### config.mk
export PLATFORM = sky130hd
export DESIGN_NAME = mid_test_slot_flat
export DESIGN_NICKNAME = d
export VERILOG_FILES = /design/src/rtl/mid_test_slot_pkg.sv /design/src/rtl/mid_test_slot_if.sv /design/src/rtl/mid_delay_line.sv /design/src/rtl/mid_test_slot.sv /design/src/flat_wrapper.sv
export SDC_FILE = /design/constraint.sdc
export NUM_CORES = 1
export LEC_CHECK = 0
export ABC_AREA = 0
export CAP_MARGIN = 20
export CORE_ASPECT_RATIO = 0.75
export CORE_UTILIZATION = 30
export CTS_CLUSTER_DIAMETER = 100
export CTS_CLUSTER_SIZE = 20
export DETAILED_ROUTE_END_ITERATION = 8
export SETUP_SLACK_MARGIN = 0.2
export SYNTH_ARGS = -nofsm -noshare
export SYNTH_HDL_FRONTEND = slang
export SYNTH_SLANG_ARGS = --single-unit
### constraint.sdc
create_clock -name clk_i -period 3.65 [get_ports clk_i]
set_clock_uncertainty 0.05 [all_clocks]
set_input_delay 1.095 -clock clk_i [delete_from_list [all_inputs] [get_ports clk_i]]
set_output_delay 1.095 -clock clk_i [all_outputs]
set_load 0.01 [all_outputs]
### src/rtl/mid_test_slot_pkg.sv
// Shared types and constants for the midterm test-slot responder.
package mid_test_slot_pkg;

    // Run sequencing states of the slot controller.
    typedef enum logic [1:0] {
        S_IDLE   = 2'd0,
        S_RUN    = 2'd1,
        S_DRAIN  = 2'd2,
        S_REPORT = 2'd3
    } state_e;

    localparam logic RES_PASS = 1'b1;
    localparam logic RES_FAIL = 1'b0;

endpackage

### src/rtl/mid_test_slot_if.sv
// Sequencer/DUT-side bus of one test slot.
// The master side issues start and provides DUT and expected data.
// The slave side is the slot itself.
interface mid_test_slot_if #(
    parameter int ADDR_W = 4,
    parameter int DATA_W = 8,
    parameter int ERR_W  = 8
);
    logic              start;
    logic              stim_valid;
    logic [ADDR_W-1:0] stim_addr;
    logic [DATA_W-1:0] dut_data;
    logic              cmp_valid;
    logic [ADDR_W-1:0] cmp_addr;
    logic [DATA_W-1:0] exp_data;
    logic              busy;
    logic              done;
    logic              result;
    logic [ERR_W-1:0]  err_cnt;
    logic [ADDR_W-1:0] first_err;

    modport master (
        output start, dut_data, exp_data,
        input  stim_valid, stim_addr, cmp_valid, cmp_addr,
               busy, done, result, err_cnt, first_err
    );

    modport slave (
        input  start, dut_data, exp_data,
        output stim_valid, stim_addr, cmp_valid, cmp_addr,
               busy, done, result, err_cnt, first_err
    );
endinterface

### src/rtl/mid_delay_line.sv
// Fixed-latency shift register carrying {valid, addr} from stimulus to compare.
// pend_o flags a valid entry in any stage except the output stage, i.e. a compare
// that is still to come after the current cycle.
module mid_delay_line #(
    parameter int WIDTH = 5,
    parameter int DEPTH = 2
) (
    input  logic             clk_i,
    input  logic             clr_n_i,
    input  logic [WIDTH-1:0] din_i,
    output logic [WIDTH-1:0] dout_o,
    output logic             pend_o
);
    logic [WIDTH-1:0] stage_q [DEPTH];
    logic [WIDTH-1:0] stage_d [DEPTH];

    // Next-stage values: shift by one position each cycle.
    always_comb begin
        stage_d[0] = din_i;
        for (int i = 1; i < DEPTH; i++) begin
            stage_d[i] = stage_q[i-1];
        end
    end

    // Stage registers with synchronous flush.
    always_ff @(posedge clk_i) begin
        if (!clr_n_i) begin
            for (int i = 0; i < DEPTH; i++) begin
                stage_q[i] <= '0;
            end
        end else begin
            for (int i = 0; i < DEPTH; i++) begin
                stage_q[i] <= stage_d[i];
            end
        end
    end

    // Any valid entry that has not yet reached the output stage.
    always_comb begin
        pend_o = 1'b0;
        for (int i = 0; i < DEPTH - 1; i++) begin
            pend_o = pend_o | stage_q[i][WIDTH-1];
        end
    end

    assign dout_o = stage_q[DEPTH-1];
endmodule

### src/rtl/mid_test_slot.sv
// Self-checking responder for one test slot: sweeps vector addresses, compares
// DUT responses against the expected table and reports pass/fail bookkeeping.
//
// state    | meaning
// ---------+--------------------------------------------------------------
// S_IDLE   | waiting for start
// S_RUN    | presenting vector addresses 0..NUM_VEC-1, one per cycle
// S_DRAIN  | stimulus finished, waiting for in-flight compares to retire
// S_REPORT | one-cycle done pulse; result latched; start here re-arms
//
// REPORT accepts start directly so held-start runs repeat every
// NUM_VEC+DUT_LAT+1 cycles without an IDLE gap.
module mid_test_slot
    import mid_test_slot_pkg::*;
#(
    parameter int NUM_VEC = 16,
    parameter int ADDR_W  = 4,
    parameter int DATA_W  = 8,
    parameter int DUT_LAT = 2,
    parameter int ERR_W   = 8
) (
    input  logic              clk_i,
    input  logic              rstn1_i,
    mid_test_slot_if.slave    bus
);
    localparam logic [ADDR_W-1:0] LAST_ADDR = ADDR_W'(NUM_VEC - 1);

    state_e            state_q, state_d;
    logic              launch;
    logic              stim_valid;
    logic              done;
    logic [ADDR_W-1:0] addr_q, addr_d;
    logic [ERR_W-1:0]  err_q, err_d;
    logic [ADDR_W-1:0] ferr_q, ferr_d;
    logic              result_q, result_d;
    logic [ADDR_W:0]   dl_out;
    logic              dl_pend;
    logic              cmp_valid;
    logic [ADDR_W-1:0] cmp_addr;
    logic              mismatch;

    mid_delay_line #(
        .WIDTH(ADDR_W + 1),
        .DEPTH(DUT_LAT)
    ) u_delay (
        .clk_i  (clk_i),
        .clr_n_i(rstn1_i),
        .din_i  ({stim_valid, addr_q}),
        .dout_o (dl_out),
        .pend_o (dl_pend)
    );

    assign cmp_valid = dl_out[ADDR_W];
    assign cmp_addr  = dl_out[ADDR_W-1:0];
    // X/Z on the DUT side must count as a mismatch, hence the case inequality.
    assign mismatch  = cmp_valid && (DATA_W'(bus.dut_data) !== DATA_W'(bus.exp_data));

    // FSM state register.
    always_ff @(posedge clk_i) begin
        if (!rstn1_i) begin
            state_q <= S_IDLE;
        end else begin
            state_q <= state_d;
        end
    end

    // FSM next state and per-state strobes.
    always_comb begin
        state_d    = state_q;
        launch     = 1'b0;
        stim_valid = 1'b0;
        done       = 1'b0;
        case (state_q)
            S_IDLE: begin
                if (bus.start) begin
                    state_d = S_RUN;
                    launch  = 1'b1;
                end
            end
            S_RUN: begin
                stim_valid = 1'b1;
                if (addr_q == LAST_ADDR) begin
                    state_d = S_DRAIN;
                end
            end
            S_DRAIN: begin
                if (!dl_pend) begin
                    state_d = S_REPORT;
                end
            end
            S_REPORT: begin
                done = 1'b1;
                if (bus.start) begin
                    state_d = S_RUN;
                    launch  = 1'b1;
                end else begin
                    state_d = S_IDLE;
                end
            end
            default: state_d = S_IDLE;
        endcase
    end

    // Address counter, saturating error count, first-failure capture and result.
    always_comb begin
        addr_d   = addr_q;
        err_d    = err_q;
        ferr_d   = ferr_q;
        result_d = result_q;
        if (launch) begin
            addr_d = '0;
            err_d  = '0;
            ferr_d = '0;
        end else begin
            if (state_q == S_RUN && addr_q != LAST_ADDR) begin
                addr_d = addr_q + 1'b1;
            end
            if (mismatch) begin
                if (err_q == '0) begin
                    ferr_d = cmp_addr;
                end
                if (err_q != '1) begin
                    err_d = err_q + 1'b1;
                end
            end
        end
        if (state_q == S_REPORT) begin
            result_d = (err_q == '0) ? RES_PASS : RES_FAIL;
        end else if (launch) begin
            result_d = RES_FAIL;
        end
    end

    // Datapath registers.
    always_ff @(posedge clk_i) begin
        if (!rstn1_i) begin
            addr_q   <= '0;
            err_q    <= '0;
            ferr_q   <= '0;
            result_q <= 1'b0;
        end else begin
            addr_q   <= addr_d;
            err_q    <= err_d;
            ferr_q   <= ferr_d;
            result_q <= result_d;
        end
    end

    assign bus.stim_valid = stim_valid;
    assign bus.stim_addr  = addr_q;
    assign bus.cmp_valid  = cmp_valid;
    assign bus.cmp_addr   = cmp_addr;
    assign bus.busy       = (state_q != S_IDLE);
    assign bus.done       = done;
    assign bus.result     = result_q;
    assign bus.err_cnt    = err_q;
    assign bus.first_err  = ferr_q;
endmodule

### src/flat_wrapper.sv
// flat-port wrapper written by rule: the top's interface ports become plain ports
module mid_test_slot_flat import mid_test_slot_pkg::*;
#(
    parameter int NUM_VEC = 16,
    parameter int ADDR_W  = 4,
    parameter int DATA_W  = 8,
    parameter int DUT_LAT = 2,
    parameter int ERR_W   = 8
)
  (clk_i, rstn1_i, bus_start, bus_dut_data, bus_exp_data, bus_stim_valid, bus_stim_addr, bus_cmp_valid, bus_cmp_addr, bus_busy, bus_done, bus_result, bus_err_cnt, bus_first_err);
  mid_test_slot_if #(.ADDR_W(ADDR_W), .DATA_W(DATA_W), .ERR_W(ERR_W)) bus_i ();
  input  logic clk_i;
  input  logic rstn1_i;
  input wire logic [$bits(bus_i.start)-1:0] bus_start;
  input wire logic [$bits(bus_i.dut_data)-1:0] bus_dut_data;
  input wire logic [$bits(bus_i.exp_data)-1:0] bus_exp_data;
  output wire logic [$bits(bus_i.stim_valid)-1:0] bus_stim_valid;
  output wire logic [$bits(bus_i.stim_addr)-1:0] bus_stim_addr;
  output wire logic [$bits(bus_i.cmp_valid)-1:0] bus_cmp_valid;
  output wire logic [$bits(bus_i.cmp_addr)-1:0] bus_cmp_addr;
  output wire logic [$bits(bus_i.busy)-1:0] bus_busy;
  output wire logic [$bits(bus_i.done)-1:0] bus_done;
  output wire logic [$bits(bus_i.result)-1:0] bus_result;
  output wire logic [$bits(bus_i.err_cnt)-1:0] bus_err_cnt;
  output wire logic [$bits(bus_i.first_err)-1:0] bus_first_err;
  assign bus_i.start = bus_start;
  assign bus_i.dut_data = bus_dut_data;
  assign bus_i.exp_data = bus_exp_data;
  assign bus_stim_valid = bus_i.stim_valid;
  assign bus_stim_addr = bus_i.stim_addr;
  assign bus_cmp_valid = bus_i.cmp_valid;
  assign bus_cmp_addr = bus_i.cmp_addr;
  assign bus_busy = bus_i.busy;
  assign bus_done = bus_i.done;
  assign bus_result = bus_i.result;
  assign bus_err_cnt = bus_i.err_cnt;
  assign bus_first_err = bus_i.first_err;
  mid_test_slot #(.NUM_VEC(NUM_VEC), .ADDR_W(ADDR_W), .DATA_W(DATA_W), .DUT_LAT(DUT_LAT), .ERR_W(ERR_W)) u_core (.clk_i(clk_i), .rstn1_i(rstn1_i), .bus(bus_i));
endmodule
==> results of run 1 <==
-- cell usage in the layout (no fill, tap or decap), types with 2 or more instances in the layout --
cell	netlist	final
sky130_fd_sc_hd__a41o_1	3	3
sky130_fd_sc_hd__xor2_1	9	9
sky130_fd_sc_hd__nor3_1	2	2
sky130_fd_sc_hd__mux2i_1	9	9
sky130_fd_sc_hd__a31oi_1	6	6
sky130_fd_sc_hd__inv_1	7	7
sky130_fd_sc_hd__a21oi_1	4	4
sky130_fd_sc_hd__nand4_1	2	2
sky130_fd_sc_hd__and3_2	2	2
sky130_fd_sc_hd__dfxtp_1	29	29
sky130_fd_sc_hd__and4b_1	3	3
sky130_fd_sc_hd__and3_1	2	2
sky130_fd_sc_hd__nor2_1	11	11
sky130_fd_sc_hd__and2_1	11	11
sky130_fd_sc_hd__clkdlybuf4s50_1	0	43
sky130_fd_sc_hd__o21ai_0	2	2
sky130_fd_sc_hd__nor4_1	2	2
sky130_fd_sc_hd__ha_1	8	8
sky130_fd_sc_hd__clkbuf_8	0	7
sky130_fd_sc_hd__nand2_1	21	21
sky130_fd_sc_hd__nand2b_1	2	2
-- how the worst max path moves through the flow --
stage	to	cells after the start
floorplan	u_core.bus.err_cnt[0]	6
global placement	u_core.bus.err_cnt[7]	6
detailed placement	u_core.bus.err_cnt[7]	6
CTS	u_core.bus.err_cnt[7]	6
global route	u_core.bus.err_cnt[7]	6
finish	u_core.bus.err_cnt[0]	6
-- power groups by stage --
stage | Combinational (uW) | Clock (uW) | Sequential (uW)
2_1_floorplan | 193 | 0 | 374
4_1_cts | 297 | 297 | 370
3_5_place_dp | 295 | 0 | 378
5_1_grt | 329 | 313 | 375
6_report | 294 | 289 | 370
3_3_place_gp | 295 | 0 | 378
-- per-layer routing --
| metal | up-vias | GRT usage [%] | part of all wire (%) |
|---|---|---|---|
| li1 | 596 | - | - |
| met1 | 511 | 16.82 | 53 |
| met2 | 22 | 18.40 | 41 |
| met3 | 5 | 4.444 | 4.7 |
| met4 | 0 | 6.888 | 1.5 |
| met5 | - | 0 | 0 |
-- logic make-up (layout without fill, tap and decap cells) --
family	count (synthesis)	after routing	synth area share, %
simple gates	62	62	24.66
flops	29	29	41.61
compound gates	18	18	8.611
buf+inv	15	58	5.202
xor+xnor	10	10	6.278
mux	9	9	6.458
fa+ha+maj	8	8	7.175
-- area by class of cell --
cell class,instances,area (um^2),area share (%)
inverters,7,26.28,1.346
multi-input cells,107,742.0,38.01
well taps,57,71.32,3.654
repair buffers,43,430.4,22.05
flip-flops and latches,29,580.6,29.74
clock inverters,1,5.005,0.2564
clock buffers,7,96.34,4.936
-- flip-flops by register name, indices dropped and copies added (netlist names) --
name and cells:
u_core.state_q 2, u_core.bus.result 1, u_core.bus.first_err 4, u_core.bus.err_cnt 8, u_core.bus.stim_addr 4, u_core.u_delay.stage_q 10
-- through the flow --
step	utilization, %	power [uW]	cell area [um^2]
final	43.70	952.9	1952
after global routing	43.70	1016	1952
after floorplan	-	566.8	1395
after detailed placement	41.43	672.3	1851
after CTS	43.70	965.1	1952
after global placement	41.43	672.9	1851
-- worst max-delay path, stage by stage --
cell and delay, ps:
sky130_fd_sc_hd__clkdlybuf4s50_1 470, sky130_fd_sc_hd__xor2_1 150, sky130_fd_sc_hd__nor4_1 80, sky130_fd_sc_hd__a21boi_1 660, sky130_fd_sc_hd__nand2_1 240, sky130_fd_sc_hd__mux2i_1 170
==> key figures, run 1 <==
Logic synthesis
  – Dominant cell type by area after synthesis: sky130_fd_sc_hd__dfxtp_1
  – Number of different library cells in the post-synthesis netlist: 30
  – Avg Synthesized Cell Area: approximately 9.2 um^2
  – Synthesized net count: 178
  – Fraction of registers with async set or reset after synthesis: 0%
  – Most instantiated cells after synthesis: sky130_fd_sc_hd__dfxtp_1 (29), sky130_fd_sc_hd__nand2_1 (21), sky130_fd_sc_hd__and2_1 (11), sky130_fd_sc_hd__nor2_1 (11)
  – Sequential element share of the synthesized area: 41.61%
  – Leading cell type by number of instances after synthesis: sky130_fd_sc_hd__dfxtp_1
  – EDFF count, synth: 0
  – Synth Cell Area: 1395 um^2
  – Count of yosys warnings during synthesis: 0
  – Flop and latch count out of synthesis: 29
  – Leading post-synthesis cells by cell area: sky130_fd_sc_hd__dfxtp_1 (42%), sky130_fd_sc_hd__ha_1 (7.2%), sky130_fd_sc_hd__mux2i_1 (6.5%)
  – Top FF cell, synth: sky130_fd_sc_hd__dfxtp_1
  – Fraction of synthesized cell area taken by the top area cell type: approximately two fifths
  – Cell count after synthesis: 151

Drt
  – Drt drc: 0
  – Vias: 1,134
  – Routed length per placed instance: 11.00 um
  – Remaining antenna violation count after routing: 0
  – Initial DRC Count: 61
  – Wire length after detailed routing: approximately 2.8 mm
  – First-pass iteration count of the detailed router: 4
  – Via density: 4.518

Clocking
  – Number of hold-repair buffers added at the cts stage: 0
  – TritonCTS Sinks: 29
  – Quantity of gates resized following cts: 0
  – Clock tree from TritonCTS: built
  – Clock-pin slew on the worst setup and hold paths: about 60 ps
  – Buffer count from post-CTS setup fixing: 0
  – Clock insertion delay at the later pin of the skew report: 280 ps
  – Library cell used as clock root buffer: sky130_fd_sc_hd__clkbuf_8
  – Clock H-tree levels: 2
  – Number of buffers on the longest clock path: 2
  – CTS Buf Count: 5

Critical path
  – Cells on worst reg2reg path: 7
  – Critical Path Sink Type: flip-flop
  – Startpoint of the worst setup timing path: bus_dut_data[7]
  – Worst setup path category: input pin to flip-flop
  – Data required, critical path: roughly 3800 ps
  – Maximum fanout along the worst path: 12
  – Launching point of the worst reg2reg path: u_core.state_q[1]
  – Worst Path Arrival: ~2900 ps
  – Worst R2R End: u_core.bus.err_cnt[4]
  – Worst setup slack for register-to-register paths: 1710 ps
  – Nature of the critical path startpoint: input pin

Run status
  – Run status: completed

STA
  – Setup repair after global routing missed its margin: no
  – Slew of the pin with the lowest slew margin: roughly 800 ps
  – Post-route setup TNS: 0 ps
  – Final hold violation count: 0
  – Final period util: 75.57%
  – Max-Slew Margin vs Limit: approximately 46%
  – Final setup vio count: 0
  – Post-layout worst setup margin: 891.7 ps
  – Period minus WS final: 2758 ps
  – Worst hold slack across all endpoints: 380.0 ps
  – Slew Viols, Final: 0
  – F_max: 362.5 MHz

Power and ir drop
  – Power density relative to cell area: 488.2 nW/um^2
  – Total internal power: 654.5 uW
  – Total net switching power: 298.5 uW
  – Standby leakage power: 0.0008374 uW
  – Worst voltage drop across the vdd grid: 302.9 uV
  – Fraction of power spent switching nets: 31.32%
  – Clk network pwr share: a little under a third
  – Sequential Power Share: 38.8%
  – Logic pwr share: 30.9%

Floorplanning
  – DIE AREA: 4930 um^2
  – Core Rows: 21
  – Vertical die dimension: roughly 61 um
  – Core Area: 4467 um^2
  – Initial standard-cell utilization of the core: 31.23%
  – I/O pins: 44
  – Horizontal die dimension: 80.74 um

Global routing
  – Global-route wire length before repair: between 4 and 5 mm
  – Remaining global-route overflow: 0
  – Via count of the first global-routing pass: 1,013
  – Pin count of the biggest net entering global routing: 18
  – Overall routing resource usage: 12.74%
  – Initial antenna violation count: 0

Min path
  – WHS Endpoint: u_core.u_delay.stage_q[0][6]
  – Start point of the worst min-delay path: u_core.u_delay.stage_q[0][1]
  – Class of the most critical hold timing path: flip-flop to flip-flop
  – Worst Hold Depth: 1

Placed design
  – Routability Congestion: 0.8084
  – Number of input and output port buffers inserted: 43
  – Final HPWL from detailed placement: 2.077 mm
  – Post-placement setup slack: 622.9 ps
  – Total instance count after detailed placement: 243

Cells and area
  – Share of layout cells above drive strength 1: 6.701%
  – Fill count: 443
  – Total inserted antenna cells: 0
  – Final cell count without fillers: 251
  – Layout Area Growth over Synthesis: 39.91%
  – Net count, final: 220

Flow run
  – Max Cap Violations: 0
Note: power is estimated with default switching activity, not from simulation.
==> inputs of run 2 (changes only) <==
- clock period: 3.65 -> 2.9 ns (I/O delays scaled with it)
==> run 2 against run 1 <==
Sequential share of layout area fell by 0.56 points. Largest cell class unchanged. Clock-buffer cell count is 1 lower. Via count fell by 0.35%. First-iteration DRC count decreased by 36%. Critical path depth is 2 lower. Routed wire length is 0.18% higher. Register-to-register slack lost 640 ps. Worst setup slack worse by 490 ps. Sequential power increased by 26%.
==> key figures, run 2 (synthesized netlist as in run 1, its figures left out) <==
Critical path
  – Worst setup path category: flip-flop to primary output
  – Data required, critical path: 1980 ps (-1780 ps)
  – Nature of the critical path startpoint: flip-flop
  – Worst setup slack for register-to-register paths: 1070 ps (-640 ps)
  – Maximum fanout along the worst path: 4 (-8)
  – Cells on worst reg2reg path: 7 (unchanged)
  – Worst R2R End: u_core.bus.err_cnt[5]
  – Critical Path Sink Type: primary output
  – Launching point of the worst reg2reg path: u_core.state_q[0]
  – Worst Path Arrival: 1580 ps (-1290 ps)

Clocking
  – Clock insertion delay at the later pin of the skew report: 280 ps (about the same)
  – Clock-pin slew on the worst setup and hold paths: 70 ps (about the same)
  – Library cell used as clock root buffer: sky130_fd_sc_hd__clkbuf_8
  – Clock tree from TritonCTS: built
  – Number of hold-repair buffers added at the cts stage: 0 (unchanged)
  – CTS Buf Count: 5 (unchanged)
  – Clock H-tree levels: 2 (unchanged)
  – Number of buffers on the longest clock path: 2 (unchanged)
  – TritonCTS Sinks: 29 (unchanged)
  – Buffer count from post-CTS setup fixing: 0 (unchanged)
  – Quantity of gates resized following cts: 0 (unchanged)

Drt
  – First-pass iteration count of the detailed router: 4 (unchanged)
  – Drt drc: 0 (unchanged)
  – Routed length per placed instance: 10.93 um (-0.61%)
  – Initial DRC Count: 39 (-36%)
  – Via density: 4.466 (-1.1%)
  – Wire length after detailed routing: 2.766 mm (+0.18%)
  – Vias: 1,130 (-0.35%)
  – Remaining antenna violation count after routing: 0 (unchanged)

Floorplanning
  – Core Area: 4467 um^2 (unchanged)
  – I/O pins: 44 (unchanged)
  – DIE AREA: 4930 um^2 (unchanged)
  – Vertical die dimension: 61.06 um (unchanged)
  – Core Rows: 21 (unchanged)
  – Horizontal die dimension: 80.74 um (unchanged)
  – Initial standard-cell utilization of the core: 31.23% (unchanged)

Power and ir drop
  – Power density relative to cell area: 643.3 nW/um^2 (+32%)
  – Worst voltage drop across the vdd grid: 425.4 uV (+40%)
  – Total internal power: 895.6 uW (+37%)
  – Standby leakage power: 0.0008508 uW (+1.6%)
  – Total power: 1280 uW (+34%)
  – Total net switching power: 384.1 uW (+29%)
  – Fraction of power spent switching nets: 30.01% (-1.3 points)
  – Clk network pwr share: 34.1% (+3.8 points)
  – Sequential Power Share: 36.4% (-2.4 points)
  – Logic pwr share: 29.4% (-1.5 points)

Global routing
  – Pin count of the biggest net entering global routing: 13 (-5)
  – Overall routing resource usage: 12.54% (-0.20 points)
  – Initial antenna violation count: 0 (unchanged)
  – Via count of the first global-routing pass: 965 (-4.7%)
  – Remaining global-route overflow: 0 (unchanged)
  – Global-route wire length before repair: 4.540 mm (-1.3%)

STA
  – Period minus WS final: 2497 ps
  – Slew Viols, Final: 0 (unchanged)
  – Post-route setup TNS: 0 ps (unchanged)
  – Slew of the pin with the lowest slew margin: 470.7 ps (-345.0 ps)
  – Max-Slew Margin vs Limit: 68.44% (+23 points)
  – Final hold violation count: 0 (unchanged)
  – Final setup vio count: 0 (unchanged)
  – Final period util: a little under nine tenths
  – Worst hold slack across all endpoints: 382.9 ps (+2.943 ps)
  – F_max: 400.4 MHz
  – Setup repair after global routing missed its margin: no

Flow run
  – Max Cap Violations: 0 (unchanged)

Cells and area
  – Total inserted antenna cells: 0 (unchanged)
  – Layout Area Growth over Synthesis: 42.60%
  – Number of flip-flops in the largest register: 10 (unchanged)
  – Post-Layout Inst Area: 1989 um^2 (+1.9%)
  – Most frequent standard cell in the layout excluding fill and tap cells: sky130_fd_sc_hd__clkdlybuf4s50_1
  – Net count, final: 222 (+0.91%)
  – Utilization after layout: 44.54% (+0.84 points)
  – Share of layout cells above drive strength 1: 8.163% (+1.5 points)
  – Leading cell types in the layout, fill and taps excluded: sky130_fd_sc_hd__clkdlybuf4s50_1 (43), sky130_fd_sc_hd__dfxtp_1 (29), sky130_fd_sc_hd__nand2_1 (21), sky130_fd_sc_hd__and2_1 (11), sky130_fd_sc_hd__nor2_1 (11)
  – Top register by number of flip-flops: u_core.u_delay.stage_q

Placed design
  – Number of input and output port buffers inserted: 43 (unchanged)
  – Area of placed instances: 1866 um^2 (+0.81%)
  – Routability Congestion: 0.7916 (-2.1%)
  – Final HPWL from detailed placement: 2.098 mm (+1.0%)

Min path
  – Start point of the worst min-delay path: u_core.u_delay.stage_q[0][2]
  – Class of the most critical hold timing path: flip-flop to flip-flop
  – WHS Endpoint: u_core.u_delay.stage_q[0][7]
  – Worst Hold Depth: 1 (unchanged)

Run status
  – Run status: completed
-- run 2: routing by layer --
metal | track usage, % | share of wire (%)
met1 | 16.79 | 53
met2 | 17.80 | 41
met3 | 6.074 | 4.8
met4 | 3.827 | 1.0
met5 | 0 | 0
-- run 2: cell type report --
class	count	area (um^2)
tap	57	71.32
timing repair buffer	45	445.4
clock buffer	6	82.58
fill	467	2477
inverter	7	26.28
clock inverter	2	37.54
multi-input combinational	107	745.7
sequential	29	580.6
-- run 2: worst max-delay path: stages, from the launching register on --
cell and delay [ps]:
sky130_fd_sc_hd__dfxtp_1 390, sky130_fd_sc_hd__inv_1 110, sky130_fd_sc_hd__ha_1 200, sky130_fd_sc_hd__inv_1 70
sky130_fd_sc_hd__clkdlybuf4s50_1 530
-- run 2: how the worst max path moves through the flow --
stage,start,endpoint,slack (ps),depth (start not counted)
floorplan,bus_exp_data[7],u_core.bus.err_cnt[0],870,6
global placement,bus_exp_data[3],u_core.bus.err_cnt[7],140,6
detailed placement,bus_exp_data[3],u_core.bus.err_cnt[7],100,6
CTS,u_core.state_q[0],bus_busy,390,4
global route,bus_exp_data[7],u_core.bus.err_cnt[7],280,6
finish,u_core.state_q[0],bus_busy,400,4
-- run 2: through the flow --
stage	instances	setup WS, ps
floorplan	151	873.3
global placement	245	135.6
detailed placement	245	104.8
CTS	253	391.0
global route	253	283.1
finish	253	402.8
-- run 2: power groups by stage --
stage,registers (uW),logic (uW),clock network (uW)
4_1_cts,466,381,449
2_1_floorplan,470,243,0
3_3_place_gp,475,380,0
3_5_place_dp,475,379,0
6_report,466,377,437
5_1_grt,470,419,466
==> inputs of run 3 (changes only) <==
- CTS_CLUSTER_SIZE: 20 -> default
==> results of run 3 <==
The final DEF is identical to that of run 2; final timing and power are the same.
